--- config.mk ---
export PLATFORM = sky130hd
export DESIGN_NAME = tx_timer
export DESIGN_NICKNAME = d
export VERILOG_FILES = /design/src/rtl/usb_tx_pkg.sv /design/src/rtl/flex_counter.sv /design/src/rtl/tx_timer.sv
export SDC_FILE = /design/constraint.sdc
export NUM_CORES = 1
export LEC_CHECK = 0
export ABC_AREA = 1
export BUFFER_PORTS_ARGS = -buffer_cell sky130_fd_sc_hd__buf_4
export CAP_MARGIN = 20
export CORE_UTILIZATION = 30
export CTS_CLUSTER_DIAMETER = 40
export DETAILED_ROUTE_END_ITERATION = 7
export GPL_ROUTABILITY_DRIVEN = 0
export PLACE_DENSITY = 0.45
export SYNTH_ARGS = -nofsm -noshare
export SYNTH_HDL_FRONTEND = slang
export SYNTH_SLANG_ARGS = --single-unit
--- constraint.sdc ---
create_clock -name clk -period 2.1 [get_ports clk]
set_input_delay 0.21 -clock clk [delete_from_list [all_inputs] [get_ports clk]]
set_output_delay 0.21 -clock clk [all_outputs]
set_load 0.01 [all_outputs]
--- src/rtl/usb_tx_pkg.sv ---
// Shared types and timing constants for the USB TX bit timer.
// Latency: n/a (declarations only).
// Backpressure: n/a.
package usb_tx_pkg;

  // Timer state: IDLE between packets, RUN while tx_enable is held high.
  typedef enum logic {
    IDLE = 1'b0,
    RUN  = 1'b1
  } tx_state_t;

  // Phase counter width; must hold PERIOD_3BIT.
  localparam int CNT_W = 5;

  // Three bit periods of 8, 8 and 9 clocks fit exactly into 25 clocks,
  // so the strobe falls on these phases of a 1..25 wrapping counter.
  localparam logic [CNT_W-1:0] PHASE_1     = 5'd8;
  localparam logic [CNT_W-1:0] PHASE_2     = 5'd16;
  localparam logic [CNT_W-1:0] PHASE_3     = 5'd25;
  localparam logic [CNT_W-1:0] PERIOD_3BIT = 5'd25;

  // True on the phase that ends a bit period.
  function automatic logic is_strobe_phase(input logic [CNT_W-1:0] c);
    return (c == PHASE_1) || (c == PHASE_2) || (c == PHASE_3);
  endfunction

endpackage

--- src/rtl/flex_counter.sv ---
// Generic up-counter with synchronous clear and programmable rollover.
// Latency: count_out updates one clock after count_enable; clear wins.
// Backpressure: none; counts whenever count_enable is high.
//
// Ports:
//   clk, n_rst      clock, async active-low reset
//   clear           synchronous clear to 0 (priority over count_enable)
//   count_enable    advance the count this cycle
//   rollover_val    last value before wrapping back to 1
//   count_out       current count
module flex_counter #(
  parameter int NUM_CNT_BITS = 4
) (
  input  logic                    clk,
  input  logic                    n_rst,
  input  logic                    clear,
  input  logic                    count_enable,
  input  logic [NUM_CNT_BITS-1:0] rollover_val,
  output logic [NUM_CNT_BITS-1:0] count_out
);

  logic [NUM_CNT_BITS-1:0] count_q, count_d;

  // Wrap goes to 1, not 0: 0 only marks "freshly cleared".
  always_comb begin
    count_d = count_q;
    if (clear) begin
      count_d = '0;
    end else if (count_enable) begin
      if (count_q == rollover_val) begin
        count_d = NUM_CNT_BITS'(1);
      end else begin
        count_d = count_q + NUM_CNT_BITS'(1);
      end
    end
  end

  always_ff @(posedge clk or negedge n_rst) begin
    if (!n_rst) begin
      count_q <= '0;
    end else begin
      count_q <= count_d;
    end
  end

  assign count_out = count_q;

endmodule

--- src/rtl/tx_timer.sv ---
// USB TX bit timer: bit strobes (8/8/9 clocks), data-shift/byte pulses, byte counter.
// Latency: first bit_strobe 8 clocks after the edge that samples tx_enable high.
// Backpressure: none; stuff_pending only turns a strobe into a non-data slot.
//
// Ports:
//   clk, n_rst      clock, async active-low reset
//   tx_enable       high for the whole packet; low aborts and resets phase
//   stuff_pending   next bit slot is a stuffed bit (no data shift)
//   bit_strobe      1-cycle pulse at end of every bit period
//   shift_data      1-cycle pulse: shift register advances one data bit
//   bit_index       data bit within the current byte, 0..7
//   byte_done       1-cycle pulse on the 8th data shift (next-byte load request)
//   byte_count      bytes completed this packet, saturates at MAX_BYTES
//   byte_overrun    sticky: a byte completed while byte_count was saturated
module tx_timer
  import usb_tx_pkg::*;
#(
  parameter logic [6:0] MAX_BYTES = 7'd69
) (
  input  logic       clk,
  input  logic       n_rst,
  input  logic       tx_enable,
  input  logic       stuff_pending,
  output logic       bit_strobe,
  output logic       shift_data,
  output logic [2:0] bit_index,
  output logic       byte_done,
  output logic [6:0] byte_count,
  output logic       byte_overrun
);

  tx_state_t        state_q, state_d;
  logic [CNT_W-1:0] cnt;
  logic             cnt_clear;
  logic             running;
  logic             tx_start;
  logic [2:0]       bit_index_q, bit_index_d;
  logic [6:0]       byte_count_q, byte_count_d;
  logic             overrun_q, overrun_d;

  // ---------------- state machine ----------------
  always_comb begin
    state_d = state_q;
    case (state_q)
      IDLE:    if (tx_enable)  state_d = RUN;
      RUN:     if (!tx_enable) state_d = IDLE;
      default: state_d = IDLE;
    endcase
  end

  always_ff @(posedge clk or negedge n_rst) begin
    if (!n_rst) begin
      state_q <= IDLE;
    end else begin
      state_q <= state_d;
    end
  end

  assign running  = (state_q == RUN);
  assign tx_start = (state_q == IDLE) & tx_enable;

  // ---------------- phase counter ----------------
  // Counting only starts once in RUN, so cnt sits at 0 for the first RUN
  // cycle and reaches PHASE_1 exactly 8 clocks after the start edge.
  // Clearing on ~tx_enable drops any residual phase on the same edge that
  // leaves RUN.
  assign cnt_clear = ~tx_enable;

  flex_counter #(
    .NUM_CNT_BITS (CNT_W)
  ) u_phase_cnt (
    .clk          (clk),
    .n_rst        (n_rst),
    .clear        (cnt_clear),
    .count_enable (running),
    .rollover_val (PERIOD_3BIT),
    .count_out    (cnt)
  );

  // Gating with tx_enable suppresses a strobe in the cycle tx_enable falls.
  assign bit_strobe = running & tx_enable & is_strobe_phase(cnt);
  assign shift_data = bit_strobe & ~stuff_pending;
  assign byte_done  = shift_data & (bit_index_q == 3'd7);

  // ---------------- bit index ----------------
  // Cleared whenever tx_enable is low, which discards a partial byte.
  always_comb begin
    bit_index_d = bit_index_q;
    if (!tx_enable) begin
      bit_index_d = 3'd0;
    end else if (shift_data) begin
      bit_index_d = bit_index_q + 3'd1;
    end
  end

  // ---------------- byte counter / overrun ----------------
  // Cleared only on packet start; held through IDLE for the controller.
  always_comb begin
    byte_count_d = byte_count_q;
    overrun_d    = overrun_q;
    if (tx_start) begin
      byte_count_d = 7'd0;
      overrun_d    = 1'b0;
    end else if (byte_done) begin
      if (byte_count_q >= MAX_BYTES) begin
        overrun_d = 1'b1;
      end else begin
        byte_count_d = byte_count_q + 7'd1;
      end
    end
  end

  always_ff @(posedge clk or negedge n_rst) begin
    if (!n_rst) begin
      bit_index_q  <= 3'd0;
      byte_count_q <= 7'd0;
      overrun_q    <= 1'b0;
    end else begin
      bit_index_q  <= bit_index_d;
      byte_count_q <= byte_count_d;
      overrun_q    <= overrun_d;
    end
  end

  assign bit_index    = bit_index_q;
  assign byte_count   = byte_count_q;
  assign byte_overrun = overrun_q;

endmodule

# --- Word level (Yosys, flattened, before mapping) ---
# Cells that the tools add are included.
classes:
  n_addsub: 3
  n_reduce_logical: 6
  n_bitwise: 7
  muxes: 12
  n_eq_ne: 7
  n_lt_le_gt_ge: 1
ops:
  columns: ["op", "n"]
  rows:
  - ["$mux W7", 3]
  - ["$mux W5", 3]
  - ["$eq A5 B5 Y1 const B", 2]
  - ["$add A7 B1 Y7 const B", 1]
  - ["$ge A7 B7 Y1 const B", 1]
  - ["$mux W3", 2]
  - ["$add A5 B1 Y5 const B", 1]
  - ["$and A1 B1 Y1", 5]
  - ["$eq A5 B4 Y1 const B", 1]
  - ["$mux W1", 4]
  - ["$ne A2 B1 Y1 const B", 2]
  - ["$reduce_and A2 Y1", 2]
  - ["$reduce_bool A2 Y1", 2]
  - ["$add A3 B1 Y3 const B", 1]
  - ["$eq A3 B3 Y1 const B", 1]
  - ["$logic_or A1 B1 Y1", 2]
  - ["$ne A2 B2 Y1 const B", 1]
  - ["$not A1 Y1", 2]
word_totals:
  elab_cells: 41
  output_inout_bits: 14
  register_bits: 17
  in_bits: 4

# --- Depth between registers and ports, before layout ---
depth:
  word_depth: 8
  depth_mapped: 12
  mapped_depth_nobuf: 12

# --- By module ---
# From an unflattened synthesis, not the netlist that was laid out.
unflattened:
  hier_cells: 154
  hier_area_um2: 1149.9
by_module_without_submodules:
  columns: ["module", "n_inst", "seq_area_each_um2", "area_per_inst_um2", "cells_per_inst"]
  rows:
  - ["tx_timer", 1, 300.3, 798.3, 103]
  - ["flex_counter", 1, 125.1, 351.6, 51]

# --- Least setup slack after synthesis ---
# OpenSTA, ideal clock, no wires.
synth_timing:
  kind: "register to register"
  startpoint: "register byte_count_q[1] (netlist: byte_count[1])"
  endpoint: "register byte_count_q[0] (netlist: byte_count[0])"
  path_stages_with_launch: 13
  setup_time_ns: 0.117
  period_less_slack_ns: 1.503
  required_ns: 1.983
  arrival_ns: 1.386
  slack_ns: 0.597
  n_path_buf: 0
  path_cell_list: "dfrtp_1 -> inv_1 -> ha_1 -> nor2_1 -> nand2_1 -> nand2_1 -> nand3_1 -> nand2_2 -> inv_1 -> nand2_1 -> nand2_2 -> nand2_1 -> nand2_1"
synth_between:
  elab_chain_cells: 3
synth_lines:
  columns: ["item", "line_no", "rtl"]
  rows:
  - ["from (decl)", "tx_timer.sv:38", "logic [6:0] byte_count_q, byte_count_d;"]
  - ["from (signal assigned)", "tx_timer.sv:120", "byte_count_q <= byte_count_d;"]
  - ["$ge A7 B7 Y1", "tx_timer.sv:105", "if (byte_count_q >= MAX_BYTES) begin"]
  - ["$ne A2 B2 Y1 (no line)", null, null]
  - ["$reduce_and A2 Y1 (no line)", null, null]
# Every way passes these cells.
# A chain may end at the register's enable or synchronous reset.

# --- Worst setup path after layout ---
layout_timing:
  startpoint: "register u_phase_cnt.count_q[1] (netlist: u_phase_cnt.count_out[1])"
  endpoint: "output port byte_done"
layout_between:
  elab_chain_cells: 6
  elab_cells_between_ends: 8
  cone_classes: "eq/ne (3); bitwise (3); reduce/logical (2)"
layout_lines:
  columns: ["item", "line_no", "rtl"]
  rows:
  - ["from (decl)", "flex_counter.sv:22", "logic [NUM_CNT_BITS-1:0] count_q, count_d;"]
  - ["from (signal assigned)", "flex_counter.sv:42", "count_q <= count_d;"]
  - ["$eq A5 B4 Y1 / $eq A5 B5 Y1 (equally long branches)", "usb_tx_pkg.sv:24", "return (c == PHASE_1) || (c == PHASE_2) || (c == PHASE_3);"]
  - ["$logic_or A1 B1 Y1", "usb_tx_pkg.sv:24", null]
  - ["$logic_or A1 B1 Y1 *", "usb_tx_pkg.sv:24", null]
  - ["$and A1 B1 Y1 *", "tx_timer.sv:81", "assign bit_strobe = running & tx_enable & is_strobe_phase(cnt);"]
  - ["$and A1 B1 Y1 *", "tx_timer.sv:82", "assign shift_data = bit_strobe & ~stuff_pending;"]
  - ["$and A1 B1 Y1 *", "tx_timer.sv:83", "assign byte_done = shift_data & (bit_index_q == 3'd7);"]
  - ["to (decl)", "tx_timer.sv:27", "output logic byte_done,"]
# Every way passes the cells marked *; elsewhere a longest branch is shown, timed or not.

==> reports/metrics.yaml <==
outcome: "complete, no violations"
drt_iter0_drc: 30
die_area_sq_um: 3632
switchingPower_mw: 0.1359
hold_class: "in -> reg"
fillers: 337
syn_nets: 128
grt_max_degree: 18
fmax_ghz: 0.5239
htreeDepth: 1
rows: 20
whs_ns: 0.06800
crit_start: "u_phase_cnt.count_out[1]"
clkTransAtPathRegs_ns: 0.11
p_leak_nw: 0.7346
syn_avg_cell_area_sq_um: 8.705
netlist.area_leader.share_pct: 41.77
min_period_ns: 1.909
power_mw: 0.5535
via_per_inst: 4.471
synthesis.instances: 117
numCtsBuffers: 3
setup_viol: 0
die_y_um: 60.27
start_util_pct: 32.56
maxSlewHeadroom_pct: 84.26
critical_path.cell_chain: "inv_1 -> ha_1 -> inv_1 -> nor2_1 -> nand3_2 -> nand2_2 -> nand3_4 -> nor2_8 -> buf_4"
port_buffers: 17
ys.flop_type: "dfrtp_1"
grt_pass1_vias: 779
wl_per_cell_um: 11.18
clockBufferDepth: 2
powerDensity_nw_per_um2: 435.8
cp_num_buf_inv: 3
placed_cells: 178
pwr-share-seq_pct: 60.6
antenna_found_initial: 0
rsz0062_at_grt: "false"
num_vias: 836
max-vdd-ir-drop_uv: 173.0
ios: 18
slew_violations: 0
critical_path.top_delay_family: "simple AND/OR/NAND/NOR gates"
finalClockSkew_ns: 0.01343
wl_mm: 2.090
p_int_mw: 0.4176
synth.area.top_cells: "dfrtp_1, nand2_1, ha_1"
critPathKind: "reg -> out"
ys_warn_count: 0
crit_path_max_fanout: 6
min-delay-start: "tx_enable"
yosysMostFrequentCell: "nand2_1"
drc: 0
dr.pass1.iters: 5
ant_nets: 0
tns_ns: 0
p_sw_share_pct: 24.55
ys_seq_area_share_pct: 41.77
antenna_cells: 0
pre_cts_ws_ns: 0.4628
yosysTopAreaCell: "dfrtp_1"
drv_cap: 0
synth-seq-cells: 17
worst_pin_slew_ns: 0.2362
hold_viol: 0
synth_edf_count: 0
netlist_area_sq_um: 1018
insertion_delay_ns: 0.29
fin_ws_ns: 0.1913
cts_tree: "built"
fin_area_sq_um: 1270
utilization_pct: 40.60
drive_gt1_share_pct: 24.48
crit_path_top_delay_cell: "dfrtp_1"
area_growth_pct: 24.69
cp-end-kind: "primary output"
grt_pass1_wl_mm: 3.539
gr-total-overflow: 0
cts.sinks: 17
cp-start-kind: "register"
cp.arrival_ns: 1.70
cts-root-buf: "clkbuf_4"
dp_hpwl_mm: 1.547
pwr-share-clk_pct: 31.8
fp.dieW_um: 60.27
synthArstFlopShare_pct: 100.0
required_ns: 1.89
synth_common_cells: "nand2_1, dfrtp_1, inv_1, nand3_1"
pwr-share-comb_pct: 7.7
nNetsFinal: 155
cpMostUsedCell: "inv_1"
r2r_start: "byte_count[1]"
post-route-period-util_pct: 90.89
dpl_cell_area_sq_um: 1201
grt_usage_pct: 13.37
core_area_sq_um: 3128
final_cell_count_no_fill: 187
synth.distinct_cells: 20
cpPeakStageDelay_ns: 0.41
## worst register-to-register path: cells and delay by family, from the launching register on
family / cells / cell delay (ns)
and+or+nand+nor: 9 / 0.73
DFF: 1 / 0.45
buffers and inverters: 2 / 0.18
adders and majority gates: 1 / 0.18
## layer usage
metal	up-vias	GRT usage (%)	routed length (um)
li1	424	-	-
met1	388	18.91	1067
met2	22	19.47	907
met3	2	2.597	94
met4	0	5.980	20
met5	-	0	0
## cell usage in the layout, fill, tap and decap left out, drive strengths merged
| cell | Yosys | final |
|---|---|---|
| inv | 17 | 17 |
| buf | 0 | 21 |
| nor2 | 6 | 6 |
| xor2 | 7 | 7 |
| ha | 7 | 7 |
| o21ai | 2 | 2 |
| nand2 | 34 | 34 |
| o22ai | 3 | 3 |
| dfrtp | 17 | 17 |
| nand3b | 4 | 4 |
| clkbuf | 0 | 3 |
| a21oi | 2 | 2 |
| nand4 | 4 | 4 |
| clkinv | 0 | 1 |
| dlygate4sd3 | 0 | 1 |
| nand3 | 12 | 12 |
| xnor2 | 2 | 2 |
## sequential cells by signal, summed over array words and instances (netlist names)
name,count
bit_index,3
u_phase_cnt.count_out,5
running,1
byte_count,7
byte_overrun,1
## worst paths after layout
kind / endpoint / slack [ns] / depth (start not counted)
max: byte_done / 0.19 / 9
min: running / 0.07 / 1
max reg2reg: byte_count[1] / 0.45 / 12
min reg2reg: byte_overrun / 0.53 / 2
max in group asynchronous: running / 1.57 / 2
min in group asynchronous: u_phase_cnt.count_out[3] / 0.32 / 2
## cell families after synthesis
group	synth area share, %
AND/OR/NAND/NOR	31.45
buffers and inverters	6.265
XOR/XNOR	7.740
AO/OA/AOI/OAI	4.177
flip-flops	41.77
adder cells (fa/ha/maj)	8.599
## power groups by stage
stage | clock [mW] | combinational, mW | sequential [mW]
finish | 0.176 | 0.0425 | 0.335
global route | 0.206 | 0.0495 | 0.336
CTS | 0.192 | 0.0407 | 0.336
detailed placement | 0 | 0.0392 | 0.342
global placement | 0 | 0.0391 | 0.342
floorplan | 0 | 0.0215 | 0.341
## repair_timing
action | CTS | global route
endpoints found under the hold margin | 17 | 0
setup endpoints to repair | 0 | 2
buffers inserted | 0 | 4
gates resized for setup | 0 | 1
hold buffers | 1 | 0
## cell type report
cell class	instances	area, sq um	area share, %
clock buffers	3	22.52	1.773
well taps	44	55.05	4.335
clock inverters	1	5.005	0.3941
multi-input cells	83	529.3	41.67
repair buffers	22	167.7	13.20
inverters	17	63.81	5.025
flip-flops and latches	17	426.7	33.60
Note: power is estimated with default switching activity, not from simulation.
